**src/rtl/mc_pkg.sv**
```systemverilog
// ============================================================================
// Module   : mc_pkg
// Brief    : State encoding, datapath mux encodings and instruction decode
//            helper shared by the multicycle control FSM.
// Revision : 1.0 - initial release
// ============================================================================
`default_nettype none

package mc_pkg;

    typedef enum logic [3:0] {
        S_FETCH  = 4'd0,
        S_DECODE = 4'd1,
        S_MEMADR = 4'd2,
        S_MEMRD  = 4'd3,
        S_MEMWB  = 4'd4,
        S_MEMWR  = 4'd5,
        S_EXECR  = 4'd6,
        S_EXECI  = 4'd7,
        S_ALUWB  = 4'd8,
        S_BRANCH = 4'd9
    } state_t;

    // ALUSrcA selects
    localparam logic [1:0] c_srca_reg  = 2'b00;
    localparam logic [1:0] c_srca_pc   = 2'b01;

    // ALUSrcB selects
    localparam logic [1:0] c_srcb_reg  = 2'b00;
    localparam logic [1:0] c_srcb_imm  = 2'b01;
    localparam logic [1:0] c_srcb_four = 2'b10;

    // ResultSrc selects
    localparam logic [1:0] c_res_aluout = 2'b00;
    localparam logic [1:0] c_res_data   = 2'b01;
    localparam logic [1:0] c_res_alu    = 2'b10;

    // Instruction class codes
    localparam logic [1:0] c_op_dp  = 2'b00;
    localparam logic [1:0] c_op_mem = 2'b01;
    localparam logic [1:0] c_op_br  = 2'b10;

    // State entered after DECODE; S_FETCH marks an unsupported encoding.
    function automatic state_t decode_target(input logic [1:0] op,
                                             input logic [5:0] funct);
        state_t nxt;
        nxt = S_FETCH;
        case (op)
            c_op_dp:  nxt = funct[5] ? S_EXECI : S_EXECR;
            c_op_mem: nxt = S_MEMADR;
            c_op_br:  nxt = funct[5] ? S_BRANCH : S_FETCH;
            default:  nxt = S_FETCH;
        endcase
        return nxt;
    endfunction

endpackage

`default_nettype wire

```
**src/rtl/mc_control_fsm.sv**
```systemverilog
// ============================================================================
// Module   : mc_control_fsm
// Brief    : Multicycle processor main control FSM with memory handshake.
// Revision : 1.0 - initial release
// ============================================================================
`default_nettype none

module mc_control_fsm
    import mc_pkg::*;
(
    input  logic       clk,
    input  logic       reset,
    input  logic [1:0] Op,
    input  logic [5:0] Funct,
    input  logic       mem_ready,
    output logic       mem_req,
    output logic       IRWrite,
    output logic       NextPC,
    output logic       AdrSrc,
    output logic [1:0] ALUSrcA,
    output logic [1:0] ALUSrcB,
    output logic [1:0] ResultSrc,
    output logic       RegW,
    output logic       MemW,
    output logic       Branch,
    output logic       ALUOp,
    output logic       instr_done,
    output logic       illegal,
    output logic [3:0] state_o
);

    state_t r_state;
    state_t w_next;
    state_t w_dec_target;
    logic   w_no_wb;
    logic   w_unused;

    assign w_dec_target = decode_target(Op, Funct);
    // TST/TEQ/CMP/CMN only set flags, so they skip the writeback state.
    assign w_no_wb      = (Funct[4:3] == 2'b10);
    assign w_unused     = ^Funct[2:1];
    assign state_o      = r_state;

    always_ff @(posedge clk or negedge reset) begin
        if (!reset) begin
            r_state <= S_FETCH;
        end else begin
            r_state <= w_next;
        end
    end

    always_comb begin
        w_next = S_FETCH;
        case (r_state)
            S_FETCH:  w_next = mem_ready ? S_DECODE : S_FETCH;
            S_DECODE: w_next = w_dec_target;
            S_MEMADR: w_next = Funct[0] ? S_MEMRD : S_MEMWR;
            S_MEMRD:  w_next = mem_ready ? S_MEMWB : S_MEMRD;
            S_MEMWB:  w_next = S_FETCH;
            S_MEMWR:  w_next = mem_ready ? S_FETCH : S_MEMWR;
            S_EXECR:  w_next = w_no_wb ? S_FETCH : S_ALUWB;
            S_EXECI:  w_next = w_no_wb ? S_FETCH : S_ALUWB;
            S_ALUWB:  w_next = S_FETCH;
            S_BRANCH: w_next = S_FETCH;
            default:  w_next = S_FETCH;
        endcase
    end

    always_comb begin
        mem_req    = 1'b0;
        IRWrite    = 1'b0;
        NextPC     = 1'b0;
        AdrSrc     = 1'b0;
        ALUSrcA    = c_srca_reg;
        ALUSrcB    = c_srcb_reg;
        ResultSrc  = c_res_aluout;
        RegW       = 1'b0;
        MemW       = 1'b0;
        Branch     = 1'b0;
        ALUOp      = 1'b0;
        instr_done = 1'b0;
        illegal    = 1'b0;
        case (r_state)
            S_FETCH: begin
                mem_req   = 1'b1;
                ALUSrcA   = c_srca_pc;
                ALUSrcB   = c_srcb_four;
                ResultSrc = c_res_alu;
                // Held in reset the fetch must look like a wait cycle.
                IRWrite   = mem_ready & reset;
                NextPC    = mem_ready & reset;
            end
            S_DECODE: begin
                ALUSrcA    = c_srca_pc;
                ALUSrcB    = c_srcb_four;
                ResultSrc  = c_res_alu;
                illegal    = (w_dec_target == S_FETCH);
                instr_done = (w_dec_target == S_FETCH);
            end
            S_MEMADR: begin
                ALUSrcA = c_srca_reg;
                ALUSrcB = c_srcb_imm;
            end
            S_MEMRD: begin
                mem_req   = 1'b1;
                AdrSrc    = 1'b1;
                ResultSrc = c_res_aluout;
            end
            S_MEMWB: begin
                ResultSrc  = c_res_data;
                RegW       = 1'b1;
                instr_done = 1'b1;
            end
            S_MEMWR: begin
                mem_req    = 1'b1;
                AdrSrc     = 1'b1;
                MemW       = 1'b1;
                instr_done = mem_ready;
            end
            S_EXECR: begin
                ALUSrcA    = c_srca_reg;
                ALUSrcB    = c_srcb_reg;
                ALUOp      = 1'b1;
                instr_done = w_no_wb;
            end
            S_EXECI: begin
                ALUSrcA    = c_srca_reg;
                ALUSrcB    = c_srcb_imm;
                ALUOp      = 1'b1;
                instr_done = w_no_wb;
            end
            S_ALUWB: begin
                ResultSrc  = c_res_aluout;
                RegW       = 1'b1;
                instr_done = 1'b1;
            end
            S_BRANCH: begin
                ALUSrcA    = c_srca_reg;
                ALUSrcB    = c_srcb_imm;
                ResultSrc  = c_res_alu;
                Branch     = 1'b1;
                instr_done = 1'b1;
            end
            default: begin
                mem_req = 1'b0;
            end
        endcase
    end

endmodule

`default_nettype wire

```
**config.mk**
```make
export PLATFORM = sky130hd
export DESIGN_NAME = mc_control_fsm
export DESIGN_NICKNAME = d
export VERILOG_FILES = /design/src/rtl/mc_pkg.sv /design/src/rtl/mc_control_fsm.sv
export SDC_FILE = /design/constraint.sdc
export NUM_CORES = 1
export LEC_CHECK = 0
export BUFFER_PORTS_ARGS = -buffer_cell sky130_fd_sc_hd__buf_2
export CORE_AREA = 2 2 39 41
export CTS_BUF_LIST = sky130_fd_sc_hd__clkbuf_2
export CTS_CLUSTER_SIZE = 24
export DETAILED_ROUTE_END_ITERATION = 16
export DIE_AREA = 0 0 41 43
export HOLD_SLACK_MARGIN = 0.06
export PLACE_DENSITY = 0.7
export SYNTH_ARGS = -nofsm -noshare
export SYNTH_HDL_FRONTEND = slang
export SYNTH_SLANG_ARGS = --single-unit
```
**constraint.sdc**
```tcl
create_clock -name clk -period 2.1 [get_ports clk]
set_input_delay 0.42 -clock clk [delete_from_list [all_inputs] [get_ports clk]]
set_output_delay 0.42 -clock clk [all_outputs]
set_load 0.01 [all_outputs]
```
After elaboration in Yosys (flattened, before gate mapping). Cells that the tools add are included. W data, S select, Z words.

Flip-flop bits (word level): 4. Bits of input ports: 11. Output and inout bits: 20.

Equality and inequality tests: 12. Muxes and demuxes: 21. Bitwise gates (word level): 1. Reduce and logical (&&, ||, !) cells: 11.

Operator list (count): $pmux W4 S6 (1); $eq A4 B3 Y1 const B (4); $pmux W4 S3 (1); $reduce_or A3 Y1 (4); $mux W1 (11); $mux W3 (3); $eq A4 B2 Y1 const B (2); $eq A4 B4 Y1 const B (2); $logic_not A4 Y1 (2); $mux W4 (2); $pmux W2 S2 (2); $reduce_or A2 Y1 (4); $eq A2 B2 Y1 const B (2); $eq A4 B1 Y1 const B (1); $pmux W1 S4 (1); $eq A2 B1 Y1 const B (1); $logic_not A2 Y1 (1); $and A1 B1 Y1 (1).

Depth between registers and ports, before layout.
Depth in word-level cells: 4. Gate-level depth with buffers: 5. Mapped depth without buffers: 3.

Worst setup path after synthesis. OpenSTA, ideal clock, no wires.

Path kind: flip-flop to output port. From: register r_state[2] (netlist: state_o[2]). To: output port NextPC. Data arrival time: 1.353 ns. Required time: 1.680 ns. Path slack: 0.327 ns. Stages on the path, launching flop included: 6. Cells stage by stage: dfrtp_1 -> buf_6 -> nor2_2 -> nand3_1 -> nor3_1 -> buf_4.

Longest elaborated chain between the ends: 2.

Ends and longest elaborated chain: start, declared (RTL line mc_control_fsm.sv:32) `state_t r_state;`; start signal, assigned (RTL line mc_control_fsm.sv:48) `r_state <= w_next;`; $logic_not A4 Y1; $mux W1; end, declared (RTL line mc_control_fsm.sv:18) `output logic NextPC,`.

Every way passes these cells.

Worst setup path after layout.
From: input port reset. To: output port IRWrite.

Longest elaborated chain between the ends: 2.

Ends and longest elaborated chain: start, declared (RTL line mc_control_fsm.sv:12) `input logic reset,`; $and A1 B1 Y1 (RTL line mc_control_fsm.sv:90) `IRWrite = mem_ready & reset;`; $mux W1 (RTL line mc_control_fsm.sv:83) `case (r_state)`; end, declared (RTL line mc_control_fsm.sv:17) `output logic IRWrite,`.

Every way passes these cells.

==> results.yml <==
clock_tree:
  tritoncts: "yes"
  cts_hold_buf: 1
  clkTransAtPathRegs_ns: 0.04
  clock_latency_ns: 0.21
  cts_buffers: 3
  clockBufferDepth: 2
  htreeDepth: 1
  cts_sinks: 4
  cts.repair.resized: 0
  post-cts-setup-buffer-count: 0
  cts_root_buf: "clkbuf_2"
critical_path:
  cp_max_fo: 5
  setup.worst_path.start_class: "primary input"
  cp.required_ns: 1.68
  end_kind: "output port"
  worst-path-buf-inv: 3
  reg2reg_depth: 2
  worstPathCellList: "dlygate4sd3_1, buf_2, nand3_1, nor3_1, buf_2"
  cp_common_cell: "buf_2"
  slowest_stage: "dlygate4sd3_1"
  path_delay_family: "buffers and inverters"
  cp.arrival_ns: 1.53
  cp.depth: 5
  cp_slowest_stage_delay_ns: 0.52
  critical_path_class: "primary input to output port"
timing:
  drv_slew: 0
  fin_setup_tns_ns: 0
  setup_ws_ns: 0.155
  post-route-min-period_ns: 1.95
  fmax_ghz: 0.514
  clock_skew_ns: 0.00320
  setup_violations: 0
  rsz0062_at_grt: "no"
  hold_violations: 0
  min_period_over_period_pct: 92.6
worst_hold_path:
  min_path_cells: 3
  min_path_type: "primary input to register"
power_and_ir_drop:
  power_uw: 784
  ir_drop_mv: 0.305
  power.switching_uw: 388
  swShare_pct: 49.5
  internal_power_uw: 396
  seqPwrFrac_pct: 21.0
  p_leak_nw: 0.311
  power_frac_clock_pct: 8.8
  powerDensity_nw_per_um2: 1250
  power.share.combinational_pct: 70.2
placement:
  dp_hpwl_um: 884
  place.gp.congestion: 0.785
  port_buffers: 27
  placed_area_um2: 601
  dpl_worst_slack_ns: 0.412
logic_synthesis:
  synth.distinct_cells: 34
  synthArstFlopShare_pct: 100
  syn_inst: 62
  synth_seq_cells: 4
  seq_area_frac_synth_pct: 20.7
  synthFlopType: "dfrtp_1"
  synth.avg_cell_area_um2: 7.79
  synthesis.nets: 73
  yosys_warnings: 0
  synth_area_um2: 483
  synth_edf_count: 0
die:
  row_count: 14
  chipWidth_um: 41
  core_area_um2: 1380
  ios: 31
  dieHeight_um: 43
  die-area_um2: 1760
  start_util_pct: 34.9
detailed_routing:
  finalWirelength_mm: 1.11
  first_pass_iters: 4
  postRouteAntennaNets: 0
  drc: 0
  drt-initial-drc-count: 6
  vias_per_cell: 4.93
  drt-wirelength-per-cell_um: 10.7
  num_vias: 513
layout:
  final_common_cell: "buf_2"
  drive_gt1_share_pct: 44.3
  antenna-diode-count: 0
  final_cell_mix: "buf_2, nand2_1, nor2_1, nor2b_1, dfrtp_1"
  fin_nets: 101
  fin_area_um2: 626
  synthToLayoutAreaGrowth_pct: 29.5
  largest_register_ffs: 4
flow_run:
  max_cap_viol_count: 0
grt:
  grt_max_degree: 16
  grt_pass1_wl_mm: 1.78
  first_global_vias: 434
  antenna_found_initial: 0
  track_usage_pct: 14.3
  grt_overflow: 0
status:
  status: "finished clean"
-- cell usage after synthesis (all sizes together), types with 2 or more instances --
library cell,number,share of area [%]
buf,7,11
nand2,6,4.7
nor2,5,4.4
nor2b,5,7.0
dfrtp,4,21
nand2b,4,6.7
a21oi,3,3.9
nor3,3,3.1
o21ai,3,3.1
inv,2,1.6
nand3,2,2.1
o22ai,2,2.6
o32ai,2,5.2
-- worst min-delay path, delay by kind of cell --
family	cells	cell delay (ns)
AOI/OAI and AO/OA	1	0.09
buffers and inverters	1	0.12
and+or+nand+nor	1	0.06
-- path summary, 6_finish.rpt --
check,from,to,slack (ns)
setup / recovery,reset,IRWrite,0.15
hold / removal,Op[1],state_o[3],0.54
setup reg to reg,state_o[2],state_o[0],0.85
hold reg to reg,state_o[0],state_o[2],0.63
max in group asynchronous,reset,state_o[3],1.42
min in group asynchronous,reset,state_o[0],0.56
-- per-layer routing --
layer	GRT usage, %	wire (µm)	vias to the layer above
li1	-	-	267
met1	20.3	502	222
met2	21.3	519	22
met3	3.14	71	2
met4	4.00	14	0
met5	0	0	-
-- metrics by stage --
step                      cells  hold WS (ns)  utilization, %
final                       104         0.538            45.2
after global routing        104         0.533            45.2
after CTS                   104         0.529            45.2
after detailed placement    100         0.232            43.4
after global placement      100         0.233            43.4
after floorplan              62         0.124               -
-- power groups by stage --
stage                     Combinational, mW  Clock [mW]  Sequential [mW]
after global placement                0.550           0            0.166
final                                 0.550      0.0689            0.165
after global routing                  0.615      0.0782            0.172
after CTS                             0.555      0.0702            0.165
after detailed placement              0.553           0            0.166
after floorplan                       0.419           0            0.139
-- logic make-up (layout without fill, tap and decap cells) --
family	after synthesis	in the layout	synth area share, %
other cells	1	1	0.776
simple gates	31	31	38.3
compound gates	14	14	20.7
flops	4	4	20.7
xor+xnor	1	1	1.81
mux	2	2	5.18
buf+inv	9	35	12.4
-- final cells by class --
| class | instances | area (µm²) |
|---|---|---|
| fill | 146 | 758 |
| multi-input combinational | 49 | 323 |
| timing repair buffer | 30 | 160 |
| sequential | 4 | 100 |
| tap | 16 | 20.0 |
| clock buffer | 3 | 15.0 |
| inverter | 2 | 7.51 |
(Power assumes the default switching activity.)
